$ cat config.mk
export PLATFORM = sky130hd
export DESIGN_NAME = iq_exec_unit
export DESIGN_NICKNAME = d
export VERILOG_FILES = /design/src/rtl/iq_exec_unit.sv
export SDC_FILE = /design/constraint.sdc
export NUM_CORES = 1
export LEC_CHECK = 0
export CAP_MARGIN = 10
export CORE_MARGIN = 3
export CORE_UTILIZATION = 39
export CTS_CLUSTER_SIZE = 12
export DETAILED_ROUTE_END_ITERATION = 10
export PLACE_DENSITY = 0.61
export RECOVER_POWER = 100
export SLEW_MARGIN = 20
export SYNTH_ARGS = -nofsm -noshare
export SYNTH_HDL_FRONTEND = slang
export SYNTH_SLANG_ARGS = --single-unit
$ cat constraint.sdc
create_clock -name clk -period 5.1 [get_ports clk]
set_input_delay 0.765 -clock clk [delete_from_list [all_inputs] [get_ports clk]]
set_output_delay 0.765 -clock clk [all_outputs]
set_load 0.005 [all_outputs]
$ cat src/rtl/iq_exec_unit.sv
// iq_exec_unit: one ALU issue slot at the consumer end of the issue bus.
//
// The unit takes one command per handshake and steps through these states:
//   IDLE -> RD1 (operand 1) -> RD2 (operand 2) -> EXEC -> WB -> IDLE
// It resolves each operand through the shared operand read bus, from either
// the regfile or a ROB entry. It runs one integer ALU op and presents the
// result on the writeback bus, tagged with the command's IQ position.
//
// Ports:
//   clk, nrst        clock (rising edge); asynchronous active-low reset
//   flush            synchronous squash of the in-flight command
//   cmd_*            issue bus: valid/ready handshake plus command fields
//   rd_req/rd_is_dep/rd_addr   operand read request (held until serviced)
//   rd_ack/rd_data_valid/rd_data  read response; ack without valid = retry
//   wb_valid/wb_ready          writeback handshake
//   wb_iq_pos/wb_reg_we/wb_rd_addr/wb_data  writeback payload
//   busy             unit is not idle
//
// All outputs except busy are registered. busy decodes the state register.
module iq_exec_unit #(
  parameter int unsigned DATA_W     = 32,
  parameter int unsigned REG_ADDR_W = 5,
  parameter int unsigned IQ_POS_W   = 3,
  parameter int unsigned IMM_W      = 16,
  parameter int unsigned OP_W       = 4
) (
  input  logic                  clk,
  input  logic                  nrst,
  input  logic                  flush,
  // issue bus
  input  logic                  cmd_valid,
  output logic                  cmd_ready,
  input  logic [OP_W-1:0]       cmd_op,
  input  logic [IQ_POS_W-1:0]   cmd_iq_pos,
  input  logic                  cmd_a1_use_reg,
  input  logic                  cmd_a1_use_dep,
  input  logic [REG_ADDR_W-1:0] cmd_rs1_addr,
  input  logic [IQ_POS_W-1:0]   cmd_dep1,
  input  logic                  cmd_a2_use_reg,
  input  logic                  cmd_a2_use_dep,
  input  logic                  cmd_a2_use_imm,
  input  logic [REG_ADDR_W-1:0] cmd_rs2_addr,
  input  logic [IQ_POS_W-1:0]   cmd_dep2,
  input  logic [IMM_W-1:0]      cmd_imm,
  input  logic                  cmd_reg_we,
  input  logic [REG_ADDR_W-1:0] cmd_rd_addr,
  // operand read bus
  output logic                  rd_req,
  output logic                  rd_is_dep,
  output logic [REG_ADDR_W-1:0] rd_addr,
  input  logic                  rd_ack,
  input  logic                  rd_data_valid,
  input  logic [DATA_W-1:0]     rd_data,
  // writeback bus
  output logic                  wb_valid,
  input  logic                  wb_ready,
  output logic [IQ_POS_W-1:0]   wb_iq_pos,
  output logic                  wb_reg_we,
  output logic [REG_ADDR_W-1:0] wb_rd_addr,
  output logic [DATA_W-1:0]     wb_data,
  output logic                  busy
);

  typedef enum logic [2:0] {
    StIdle,
    StRd1,
    StRd2,
    StExec,
    StWb
  } state_e;

  localparam logic [OP_W-1:0] OpAdd   = OP_W'(0);
  localparam logic [OP_W-1:0] OpSub   = OP_W'(1);
  localparam logic [OP_W-1:0] OpAnd   = OP_W'(2);
  localparam logic [OP_W-1:0] OpOr    = OP_W'(3);
  localparam logic [OP_W-1:0] OpXor   = OP_W'(4);
  localparam logic [OP_W-1:0] OpSll   = OP_W'(5);
  localparam logic [OP_W-1:0] OpSrl   = OP_W'(6);
  localparam logic [OP_W-1:0] OpSra   = OP_W'(7);
  localparam logic [OP_W-1:0] OpSlt   = OP_W'(8);
  localparam logic [OP_W-1:0] OpSltu  = OP_W'(9);
  localparam logic [OP_W-1:0] OpSeq   = OP_W'(10);
  localparam logic [OP_W-1:0] OpSne   = OP_W'(11);
  localparam logic [OP_W-1:0] OpPassb = OP_W'(12);

  state_e state;

  // Latched command fields still needed after acceptance.
  logic [OP_W-1:0]       op_q;
  logic [IQ_POS_W-1:0]   iq_pos_q;
  logic                  a2_use_reg_q;
  logic                  a2_use_dep_q;
  logic                  a2_use_imm_q;
  logic [REG_ADDR_W-1:0] rs2_q;
  logic [IQ_POS_W-1:0]   dep2_q;
  logic [IMM_W-1:0]      imm_q;
  logic                  reg_we_q;
  logic [REG_ADDR_W-1:0] rd_q;

  logic [DATA_W-1:0]     op1_q;
  logic [DATA_W-1:0]     op2_q;

  // Operand read decode. Operand 1 is decoded from the incoming command, so
  // its request can be registered on the accepting edge. Operand 2 is
  // decoded from the latched fields.
  logic                  op1_req;
  logic [REG_ADDR_W-1:0] op1_addr;
  logic                  op2_req;
  logic [REG_ADDR_W-1:0] op2_addr;
  logic [DATA_W-1:0]     op2_static;
  logic [DATA_W-1:0]     alu_res;
  logic [4:0]            sh;

  always_comb begin
    op1_req  = cmd_a1_use_dep | (cmd_a1_use_reg & (cmd_rs1_addr != '0));
    op1_addr = '0;
    if (cmd_a1_use_dep) begin
      op1_addr = REG_ADDR_W'(cmd_dep1);
    end else if (op1_req) begin
      op1_addr = cmd_rs1_addr;
    end

    op2_req    = a2_use_dep_q | (a2_use_reg_q & (rs2_q != '0));
    op2_addr   = '0;
    op2_static = '0;
    if (a2_use_dep_q) begin
      op2_addr = REG_ADDR_W'(dep2_q);
    end else if (a2_use_reg_q) begin
      // A register source outranks the immediate; a read of r0 yields zero.
      op2_addr = op2_req ? rs2_q : '0;
    end else if (a2_use_imm_q) begin
      op2_static = DATA_W'($signed(imm_q));
    end
  end

  always_comb begin
    sh      = op2_q[4:0];
    alu_res = '0;
    case (op_q)
      OpAdd:   alu_res = op1_q + op2_q;
      OpSub:   alu_res = op1_q - op2_q;
      OpAnd:   alu_res = op1_q & op2_q;
      OpOr:    alu_res = op1_q | op2_q;
      OpXor:   alu_res = op1_q ^ op2_q;
      OpSll:   alu_res = op1_q << sh;
      OpSrl:   alu_res = op1_q >> sh;
      OpSra:   alu_res = DATA_W'($signed(op1_q) >>> sh);
      OpSlt:   alu_res = ($signed(op1_q) < $signed(op2_q)) ? DATA_W'(1) : '0;
      OpSltu:  alu_res = (op1_q < op2_q) ? DATA_W'(1) : '0;
      OpSeq:   alu_res = (op1_q == op2_q) ? DATA_W'(1) : '0;
      OpSne:   alu_res = (op1_q != op2_q) ? DATA_W'(1) : '0;
      OpPassb: alu_res = op2_q;
      default: alu_res = '0;
    endcase
  end

  assign busy = (state != StIdle);

  always_ff @(posedge clk or negedge nrst) begin
    if (!nrst) begin
      state        <= StIdle;
      cmd_ready    <= 1'b0;
      rd_req       <= 1'b0;
      rd_is_dep    <= 1'b0;
      rd_addr      <= '0;
      wb_valid     <= 1'b0;
      wb_iq_pos    <= '0;
      wb_reg_we    <= 1'b0;
      wb_rd_addr   <= '0;
      wb_data      <= '0;
      op_q         <= '0;
      iq_pos_q     <= '0;
      a2_use_reg_q <= 1'b0;
      a2_use_dep_q <= 1'b0;
      a2_use_imm_q <= 1'b0;
      rs2_q        <= '0;
      dep2_q       <= '0;
      imm_q        <= '0;
      reg_we_q     <= 1'b0;
      rd_q         <= '0;
      op1_q        <= '0;
      op2_q        <= '0;
    end else if (flush && (state != StIdle)) begin
      // Squash: the in-flight command and any pending result are dropped.
      state     <= StIdle;
      cmd_ready <= 1'b1;
      rd_req    <= 1'b0;
      rd_is_dep <= 1'b0;
      rd_addr   <= '0;
      wb_valid  <= 1'b0;
    end else begin
      case (state)
        StIdle: begin
          cmd_ready <= 1'b1;
          if (cmd_valid && cmd_ready && !flush) begin
            cmd_ready    <= 1'b0;
            op_q         <= cmd_op;
            iq_pos_q     <= cmd_iq_pos;
            a2_use_reg_q <= cmd_a2_use_reg;
            a2_use_dep_q <= cmd_a2_use_dep;
            a2_use_imm_q <= cmd_a2_use_imm;
            rs2_q        <= cmd_rs2_addr;
            dep2_q       <= cmd_dep2;
            imm_q        <= cmd_imm;
            reg_we_q     <= cmd_reg_we;
            rd_q         <= cmd_rd_addr;
            rd_req       <= op1_req;
            rd_is_dep    <= cmd_a1_use_dep;
            rd_addr      <= op1_addr;
            op1_q        <= '0;
            state        <= StRd1;
          end
        end
        StRd1: begin
          // Without a request this state lasts exactly one cycle.
          if (!rd_req || (rd_ack && rd_data_valid)) begin
            if (rd_req) begin
              op1_q <= rd_data;
            end
            rd_req    <= op2_req;
            rd_is_dep <= a2_use_dep_q;
            rd_addr   <= op2_addr;
            op2_q     <= op2_static;
            state     <= StRd2;
          end
        end
        StRd2: begin
          if (!rd_req || (rd_ack && rd_data_valid)) begin
            if (rd_req) begin
              op2_q <= rd_data;
            end
            rd_req    <= 1'b0;
            rd_is_dep <= 1'b0;
            rd_addr   <= '0;
            state     <= StExec;
          end
        end
        StExec: begin
          wb_data    <= alu_res;
          wb_iq_pos  <= iq_pos_q;
          wb_reg_we  <= reg_we_q;
          wb_rd_addr <= rd_q;
          wb_valid   <= 1'b1;
          state      <= StWb;
        end
        StWb: begin
          if (wb_ready) begin
            wb_valid  <= 1'b0;
            cmd_ready <= 1'b1;
            state     <= StIdle;
          end
        end
        default: begin
          state     <= StIdle;
          cmd_ready <= 1'b1;
          rd_req    <= 1'b0;
          wb_valid  <= 1'b0;
        end
      endcase
    end
  end

endmodule

# Yosys cells after proc, flatten, opt, wreduce, memory -nomap -nowiden

Index checks and enable logic that the tools add are counted.

Bits in registers: 157
Input port bits: 89
Output and inout port bits: 51

$add $sub $neg: 2
Magnitude comparators: 2
Equal/unequal tests: 30
Shift-type cells: 3
Multiplexer cells: 46
Bitwise logic cells: 8
Reductions and logical operators: 27

Operator list:

| operator                                                              | count |
|---|---|
| 32-bit one-hot mux with 13 select lines                               | 1 |
| 32-bit 2-to-1 mux                                                     | 7 |
| 32-bit one-hot mux with 2 select lines                                | 2 |
| 32-bit < comparator                                                   | 2 |
| 5-bit 2-to-1 mux                                                      | 9 |
| 32-bit adder                                                          | 1 |
| 32-bit AND                                                            | 1 |
| 32-bit equality test                                                  | 1 |
| 32-bit != test                                                        | 1 |
| 32-bit OR                                                             | 1 |
| 32-bit by 5-bit << shifter with 32-bit output                         | 1 |
| 32-bit by 5-bit >> shifter with 32-bit output                         | 1 |
| 32-bit by 5-bit >>> shifter with 32-bit output                        | 1 |
| 32-bit subtractor                                                     | 1 |
| 32-bit XOR                                                            | 1 |
| 4-bit equality test, second input constant                            | 5 |
| 4-bit by 3-bit equality test with 1-bit output, second input constant | 4 |
| 1-bit 2-to-1 mux                                                      | 16 |
| 3-bit 2-to-1 mux                                                      | 5 |
| 3-bit one-hot mux with 5 select lines                                 | 1 |
| 5-bit one-hot mux with 3 select lines                                 | 1 |
| 3-bit != test, second input constant                                  | 4 |
| 4-bit AND reduction                                                   | 3 |
| 2-bit != test, second input constant                                  | 5 |
| other kinds (25)                                                      | 43 |

# Longest topological paths before layout

Gate-level depths: netlist (run 1).

Word-level depth: 9
Depth in mapped cells: 16
Gate-level depth less buffers: 12

# Worst setup path after synthesis (run 1)

No wires, ideal clock.

Path type: flip-flop to flip-flop
Start point: register op2_q[2]
End point: register wb_data[31]
Setup time: 0.126 ns
Arrival: 3.630 ns
Required time: 4.974 ns
Path slack: 1.344 ns
Stages on the path, launching flop included: 17
Path buffers: 5
Period minus slack after synthesis: 3.756 ns
Path through: dfrtp_1 buf_2 inv_2 clkbuf_1 clkbuf_1 buf_1 ha_1 buf_4 o211ai_1 o211ai_2 nand3_1 o311a_1 or3_4 nor3_1 a211oi_1 and2_0 o311a_1

Word-level cells in the longest chain between the ends: 2

RTL lines:

| item                                        | line | RTL |
|---|---|---|
| from (decl)                                 | 101  | `logic [DATA_W-1:0] op2_q;` |
| from (signal assigned)                      | 223  | `op2_q <= op2_static;` |
| from (signal assigned)                      | 230  | `op2_q <= rd_data;` |
| 32-bit subtractor (tied with other cells)   | 141  | `OpSub: alu_res = op1_q - op2_q;` |
| 32-bit one-hot mux with 13 select lines (*) | 139  | `case (op_q)` |
| to (signal assigned)                        | 239  | `wb_data <= alu_res;` |
| to (decl)                                   | 60   | `output logic [DATA_W-1:0] wb_data,` |

Mark *: on every way between the ends. The rest lies on a longest branch, timed or not.
A chain may end at the register's enable or synchronous reset.

# Worst setup path after layout (run 1)

Start point: input flush
End point: register wb_data[25]

Word-level cells in the longest chain between the ends: 3

RTL lines:

| item                          | line | RTL |
|---|---|---|
| from (decl)                   | 29   | `input logic flush,` |
| 1-bit logical AND             | 183  | `end else if (flush && (state != StIdle)) begin` |
| 1-bit NOT (no line)           | n/a  |  |
| 2-bit AND reduction (no line) | n/a  |  |

Every way passes these cells.

==> results.py, run 1 <==
metrics = {
    "run_status": {
        "status": "complete, but fails checks",
        "violations": "max-capacitance violations, max-slew violations",
    },
    "logic_synthesis": {
        "postSynth.asyncResetShare": 1.00,
        "syn_area_sq_mm": 0.0156,
        "synth_enable_flop_cells": 0,
        "synth_cells": 1911,
        "synth_mux_area_frac": 0.143,
        "ys_seq_elements": 157,
        "synth_warnings": 0,
        "synth_ff_type": "dfrtp_1",
        "synth_fa_ha_area_frac": 0.0802,
        "synth-compound-area-share": 0.282,
        "synth_cell_types": 95,
        "synth.avg_cell_area_sq_um": 8.18,
        "synth_top_family_by_area": "compound AO/OA/AOI/OAI gates",
        "synthSimpleGateAreaFrac": 0.167,
        "synth_xor_area_frac": 0.00840,
        "syn-num-nets": 2099,
        "ys_seq_area_frac": 0.251,
    },
    "floorplanning": {
        "die_h_um": 206,
        "row_count": 72,
        "io_pins": 140,
        "die_area_sq_mm": 0.0425,
        "initial_core_util": 0.400,
        "die_x_um": 206,
        "core_sq_mm": 0.0391,
    },
    "timing": {
        "period_share": 0.843,
        "holdWs_ns": 0.307,
        "worst_slack_ns": 0.798,
        "finalHoldViolations": 0,
        "fmax_mhz": 232,
        "rsz0062_at_grt": "false",
        "relSlewSlack": -0.781,
        "finalSetupViolCount": 0,
        "final_max_slew_viol_count": 163,
        "finalClockSkew_ns": 0.0195,
        "finalCriticalPeriod_ns": 4.30,
        "fin_tns_setup_ns": 0,
        "worst_pin_slew_ns": 2.67,
    },
    "global_route": {
        "grt-ovfl-total": 0,
        "grt_use_total": 0.300,
        "grt_max_degree": 74,
        "grt_pass1_vias": 15600,
        "antenna_found_initial": 0,
        "grt_pass1_wl_um": 96900,
    },
    "power_and_ir_drop": {
        "clock_power_share": 0.123,
        "swShare": 0.535,
        "intPower_w": 0.00547,
        "power.leakage_nw": 7.48,
        "pwr_density_cell_mw_per_mm2": 651,
        "ir_drop_mv": 0.299,
        "comb_power_share": 0.665,
        "seqPwrFrac": 0.212,
        "p_switching_w": 0.00630,
    },
    "clock_tree": {
        "cts.root.buffer_cell": "clkbuf_16",
        "cts_resized": 0,
        "clock_latency_ns": 0.46,
        "clock_path_buffers": 2,
        "clkSinkCount": 157,
        "ctsHtreeMaxLevel": 4,
        "post_cts_buffers": 0,
        "cts_buffers": 17,
        "cts_tree": "done",
        "path_clk_slew_ns": 0.08,
        "postCtsHoldBufs": 0,
    },
    "worst_setup_path": {
        "crit_required_ns": 5.40,
        "slowest_delay_ns": 0.92,
        "crit_path_start_kind": "primary input",
        "path_buf_inv": 2,
        "cp.arrival_ns": 4.60,
        "cpMaxStageDelayCell": "nand4bb_1",
        "crit_chain": "dlygate4sd3_1 > nand4bb_1 > o21bai_1 > clkbuf_1 > nand2_1 > and3_1 > nand3_1 > o311ai_0",
        "critical_path.top_delay_family": "buffers and inverters",
        "critPathMaxFanout": 19,
        "crit_path_end_kind": "flip-flop",
        "path_class": "in2reg",
    },
    "finish": {
        "fin_area_sq_mm": 0.0181,
        "final_nets": 2151,
        "drive_gt1_frac": 0.112,
        "final_cells": 2494,
        "diodes": 0,
        "area_delta_synth_final_pct": 15.5,
    },
    "drt": {
        "wl_per_cell_um": 25.8,
        "via_per_inst": 6.51,
        "drtPass1Iterations": 6,
        "drtAntennaViolNets": 0,
        "first_iter_violations": 1994,
        "drc": 0,
        "wl_um": 64300,
        "vias": 16200,
    },
    "place": {
        "pre_cts_slack_ns": 1.03,
        "gp_congestion": 1.03,
        "post_dp_cell_area_sq_mm": 0.0175,
        "placedCellCount": 2462,
        "io_buffer_count": 139,
        "dp_hpwl_um": 48100,
    },
    "hold_path": {
        "min_path_type": "in2async",
    },
    "job": {
        "drv_cap": 4,
    },
}
[worst reg2reg max path: cells and delay by family, from the launching register on]
family / cells / cell delay (ns)
compound gates: 7 / 2.32
fa+ha+maj: 2 / 0.76
simple gates: 2 / 0.25
flops: 1 / 0.66
[power by group through the flow]
stage	clock network (W)	registers [W]	logic (W)
floorplan	0	0.00209	0.00546
global placement	0	0.00248	0.00756
detailed placement	0	0.00250	0.00761
CTS	0.00148	0.00248	0.00766
global route	0.00154	0.00257	0.00838
finish	0.00145	0.00250	0.00782
[cell families (layout without fill, tap and decap cells)]
family / count (synthesis) / in the layout
AND/OR/NAND/NOR: 562 / 562
buffers and inverters: 255 / 320
XOR/XNOR: 15 / 15
adder cells (fa/ha/maj): 99 / 99
multiplexers: 156 / 156
flip-flops: 157 / 157
AO/OA/AOI/OAI: 667 / 667
[cell usage in the layout, fill, tap and decap left out, types with 14 or more instances in the layout]
cell	count
nand2_1	241
a21oi_1	166
dfrtp_1	153
nor2_1	132
o21ai_0	126
ha_1	97
inv_1	86
clkdlybuf4s50_1	86
mux2_2	59
dlygate4sd3_1	52
a211oi_1	51
buf_4	50
mux4_2	44
mux2i_1	38
a22oi_1	34
o21ai_1	32
nand3_1	32
a221oi_1	31
nor3_1	30
o22ai_1	23
o211ai_1	18
o31ai_1	18
clkbuf_16	17
a31oi_1	16
a21o_1	16
or3_1	14
o21bai_1	14
a221o_1	14
[path summary, 6_finish.rpt]
kind | startpoint | endpoint | slack (ns) | cells past startpoint
max | flush | wb_data[25]$_DFFE_PN0P_ | 0.80 | 8
min | nrst | wb_data[8]$_DFFE_PN0P_ | 0.31 | 1
max reg2reg | op2_q[0]$_DFFE_PN0P_ | wb_data[16]$_DFFE_PN0P_ | 1.01 | 11
min reg2reg | wb_data[30]$_DFFE_PN0P_ | wb_data[30]$_DFFE_PN0P_ | 0.48 | 2
max in group asynchronous | nrst | op1_q[24]$_DFFE_PN0P_ | 1.82 | 2
min in group clk | wb_data[30]$_DFFE_PN0P_ | wb_data[30]$_DFFE_PN0P_ | 0.48 | 2
[cell usage after synthesis (all sizes together), types with 9 or more instances]
cell,instances,area share
nand2,241,0.058
a21oi,166,0.053
o21ai,158,0.051
dfrtp,157,0.25
nor2,132,0.032
clkbuf,107,0.026
ha,97,0.078
inv,93,0.023
mux2,72,0.052
buf,55,0.020
a211oi,51,0.024
mux4,46,0.067
mux2i,38,0.024
a22oi,35,0.017
nor3,33,0.011
nand3,32,0.010
a221oi,31,0.017
o22ai,23,0.0092
o211ai,20,0.010
o31ai,18,0.0090
a21o,16,0.0077
a31oi,16,0.0064
or3,15,0.0063
a221o,14,0.0090
nor2b,14,0.0056
o21bai,14,0.0067
xnor2,13,0.0073
a22o,12,0.0067
nor4,12,0.0052
o221ai,12,0.0067
nand2b,11,0.0044
a2111oi,10,0.0064
and2,10,0.0040
nand4,10,0.0040
and3,9,0.0036
[metrics by stage]
stage / power [W] / util
after floorplan: 0.00755 / -
after global placement: 0.0100 / 0.447
after detailed placement: 0.0101 / 0.447
after CTS: 0.0116 / 0.464
after global routing: 0.0125 / 0.462
final: 0.0118 / 0.462
[final cells by class]
cell class	instances	area, sq um
Inverter	93	357
Clock buffer	18	429
Clock inverter	14	208
Fill cell	3902	21000
Sequential cell	157	3940
Multi-Input combinational cell	1499	10700
Timing Repair Buffer	195	1810
Tap cell	518	648
[flip-flops by register name, summed over array words and instances (netlist names), 5 cells and up]
register    cells
op1_q          32
op2_q          32
wb_data        32
imm_q          16
rd_addr         5
rd_q            5
rs2_q           5
wb_rd_addr      5
[layer usage]
layer,vias to the layer above,track usage,routed length (um)
li1,7196,-,-
met1,7932,0.422,27300
met2,951,0.454,28200
met3,157,0.0599,6440
met4,0,0.113,2400
met5,-,0,0
Note: power is estimated with default switching activity, not from simulation.
==> inputs of run 2 (changes only) <==
PLACE_DENSITY = 0.63   (was 0.61)
clock period = 3.5 ns   (was 5.1 ns; I/O delays follow)
==> results.py, run 2 (same netlist as run 1, synthesis figures left out) <==
metrics = {
    "run_status": {
        "status": "complete, but fails checks",
        "violations": "max-capacitance violations, max-slew violations",
    },
    "worst_setup_path": {
        "crit_chain": "buf_12 > ha_1 > a211oi_1 > o211ai_2 > nand3_1 > clkbuf_1 > nand3_1 > a21oi_1 > buf_4 > o21ai_0 > o2111a_1 > a211oi_1",
        "cp.arrival_ns": 3.77,
        "cpMaxStageDelayCell": "dfrtp_4",
        "crit_path_start_kind": "flip-flop",
        "crit_required_ns": 3.86,
        "slowest_delay_ns": 0.61,
        "path_class": "reg2reg",
        "crit_path_end_kind": "flip-flop",
        "critPathMaxFanout": 20,
    },
    "clock_tree": {
        "cts_buffers": 17,
        "ctsHtreeMaxLevel": 4,
        "cts_tree": "done",
        "path_clk_slew_ns": 0.07,
        "cts.root.buffer_cell": "clkbuf_16",
        "clkSinkCount": 157,
        "post_cts_buffers": 0,
        "clock_latency_ns": 0.48,
        "clock_path_buffers": 2,
    },
    "drt": {
        "drc": 0,
        "via_per_inst": 6.44,
        "drtPass1Iterations": 6,
        "drtAntennaViolNets": 0,
        "vias": 16800,
        "first_iter_violations": 1815,
        "wl_um": 69800,
        "wl_per_cell_um": 26.8,
    },
    "finish": {
        "regArea_sq_mm": 0.00394,
        "drive_gt1_frac": 0.157,
        "final_cells": 2601,
        "final_nets": 2258,
        "area_delta_synth_final_pct": 21.1,
        "diodes": 0,
        "layout_common_cells": "nand2_1 (241), a21oi_1 (165), dfrtp_1 (153)",
        "n_fill_cell": 3855,
        "largestRegisters": "op1_q (32), op2_q (32), wb_data (32)",
        "mostFrequentLayoutCell": "nand2_1",
        "multi_input_area_sq_mm": 0.0107,
        "fin_area_sq_mm": 0.0189,
    },
    "floorplanning": {
        "die_x_um": 206,
        "core_sq_mm": 0.0391,
        "initial_core_util": 0.400,
        "io_pins": 140,
        "die_h_um": 206,
        "die_area_sq_mm": 0.0425,
        "row_count": 72,
    },
    "timing": {
        "worst_pin_slew_ns": 1.57,
        "finalHoldViolations": 0,
        "period_share": 0.972,
        "relSlewSlack": -0.0486,
        "finalCriticalPeriod_ns": 3.40,
        "fin_tns_setup_ns": 0,
        "rsz0062_at_grt": "false",
        "final_max_slew_viol_count": 145,
        "fmax_mhz": 294,
        "finalClockSkew_ns": 0.0169,
        "finalSetupViolCount": 0,
    },
    "global_route": {
        "grt_use_total": 0.327,
        "grt_pass1_vias": 16100,
        "grt_max_degree": 75,
        "grt-ovfl-total": 0,
        "antenna_found_initial": 3,
        "grt_pass1_wl_um": 104000,
    },
    "place": {
        "placedCellCount": 2569,
        "dp_hpwl_um": 53700,
        "io_buffer_count": 139,
        "post_dp_cell_area_sq_mm": 0.0184,
        "gp_congestion": 1.03,
    },
    "job": {
        "drv_cap": 3,
    },
    "power_and_ir_drop": {
        "power_w": 0.0182,
        "power.leakage_nw": 7.99,
        "ir_drop_mv": 0.413,
        "pwr_density_cell_mw_per_mm2": 959,
    },
    "hold_path": {
        "min_path_type": "in2async",
    },
}
run 2: cell count changes in the layout (fill, tap and decap cells not counted), moves of 4 or more:
| cell | previous run | this run |
|---|---|---|
| clkbuf_2 | 0 | 6 |
| buf_12 | 1 | 11 |
| o21ai_1 | 32 | 36 |
| buf_4 | 50 | 141 |
| o21ai_0 | 126 | 122 |
run 2: critical path: cells and delay by family (launching register included):
| kind | cells | cell delay, ns |
|---|---|---|
| buffers and inverters | 3 | 0.57 |
| adder cells (fa/ha/maj) | 1 | 0.22 |
| AND/OR/NAND/NOR | 2 | 0.38 |
| AO/OA/AOI/OAI | 6 | 1.47 |
| flip-flops | 1 | 0.61 |
run 2: layout make-up:
type                            count  share of cell area
Sequential cell                   157               0.208
Timing Repair Buffer              302               0.143
Inverter                           93              0.0188
Clock inverter                     11             0.00713
Clock buffer                       21              0.0238
Tap cell                          518              0.0342
Multi-Input combinational cell   1499               0.565
run 2: path summary, 6_finish.rpt:
path / start / to / slack [ns] / cells past startpoint
min: nrst / wb_data[10]$_DFFE_PN0P_ / 0.41 / 1
max in group asynchronous: nrst / op1_q[30]$_DFFE_PN0P_ / 0.84 / 2
max: op2_q[1]$_DFFE_PN0P_ / wb_data[29]$_DFFE_PN0P_ / 0.1 / 12
max reg2reg: op2_q[1]$_DFFE_PN0P_ / wb_data[29]$_DFFE_PN0P_ / 0.1 / 12
min in group clk: wb_data[6]$_DFFE_PN0P_ / wb_data[6]$_DFFE_PN0P_ / 0.48 / 2
min reg2reg: wb_data[6]$_DFFE_PN0P_ / wb_data[6]$_DFFE_PN0P_ / 0.48 / 2
run 2: report_power, final:
part,switching [W],total [W],internal [W]
Combinational,0.00804,0.0130,0.00501
Sequential,0.000614,0.00315,0.00253
Clock,0.000889,0.00197,0.00108
run 2: through the flow:
| step | setup slack, ns | utilization | hold WS [ns] |
|---|---|---|---|
| 3_5_place_dp | 0.0378 | 0.471 | 0.472 |
| 3_3_place_gp | 0.0363 | 0.471 | 0.464 |
| 4_1_cts | 0.209 | 0.486 | 0.0312 |
| 5_1_grt | 0.00734 | 0.485 | 0.511 |
| 6_report | 0.0991 | 0.485 | 0.409 |
| 2_1_floorplan | 0.0305 | - | 0.229 |
run 2: repair_timing:
item                       in CTS  in global routing
setup endpoints to repair       0                  3
resized for setup               0                  3
hold buffers                    0                  0
run 2: metal layers:
layer	track usage	vias to the layer above	part of all wire
met5	0	-	0.00027
met4	0.0996	2	0.031
met3	0.0684	138	0.10
met2	0.509	1003	0.44
met1	0.458	8183	0.42
li1	-	7432	-
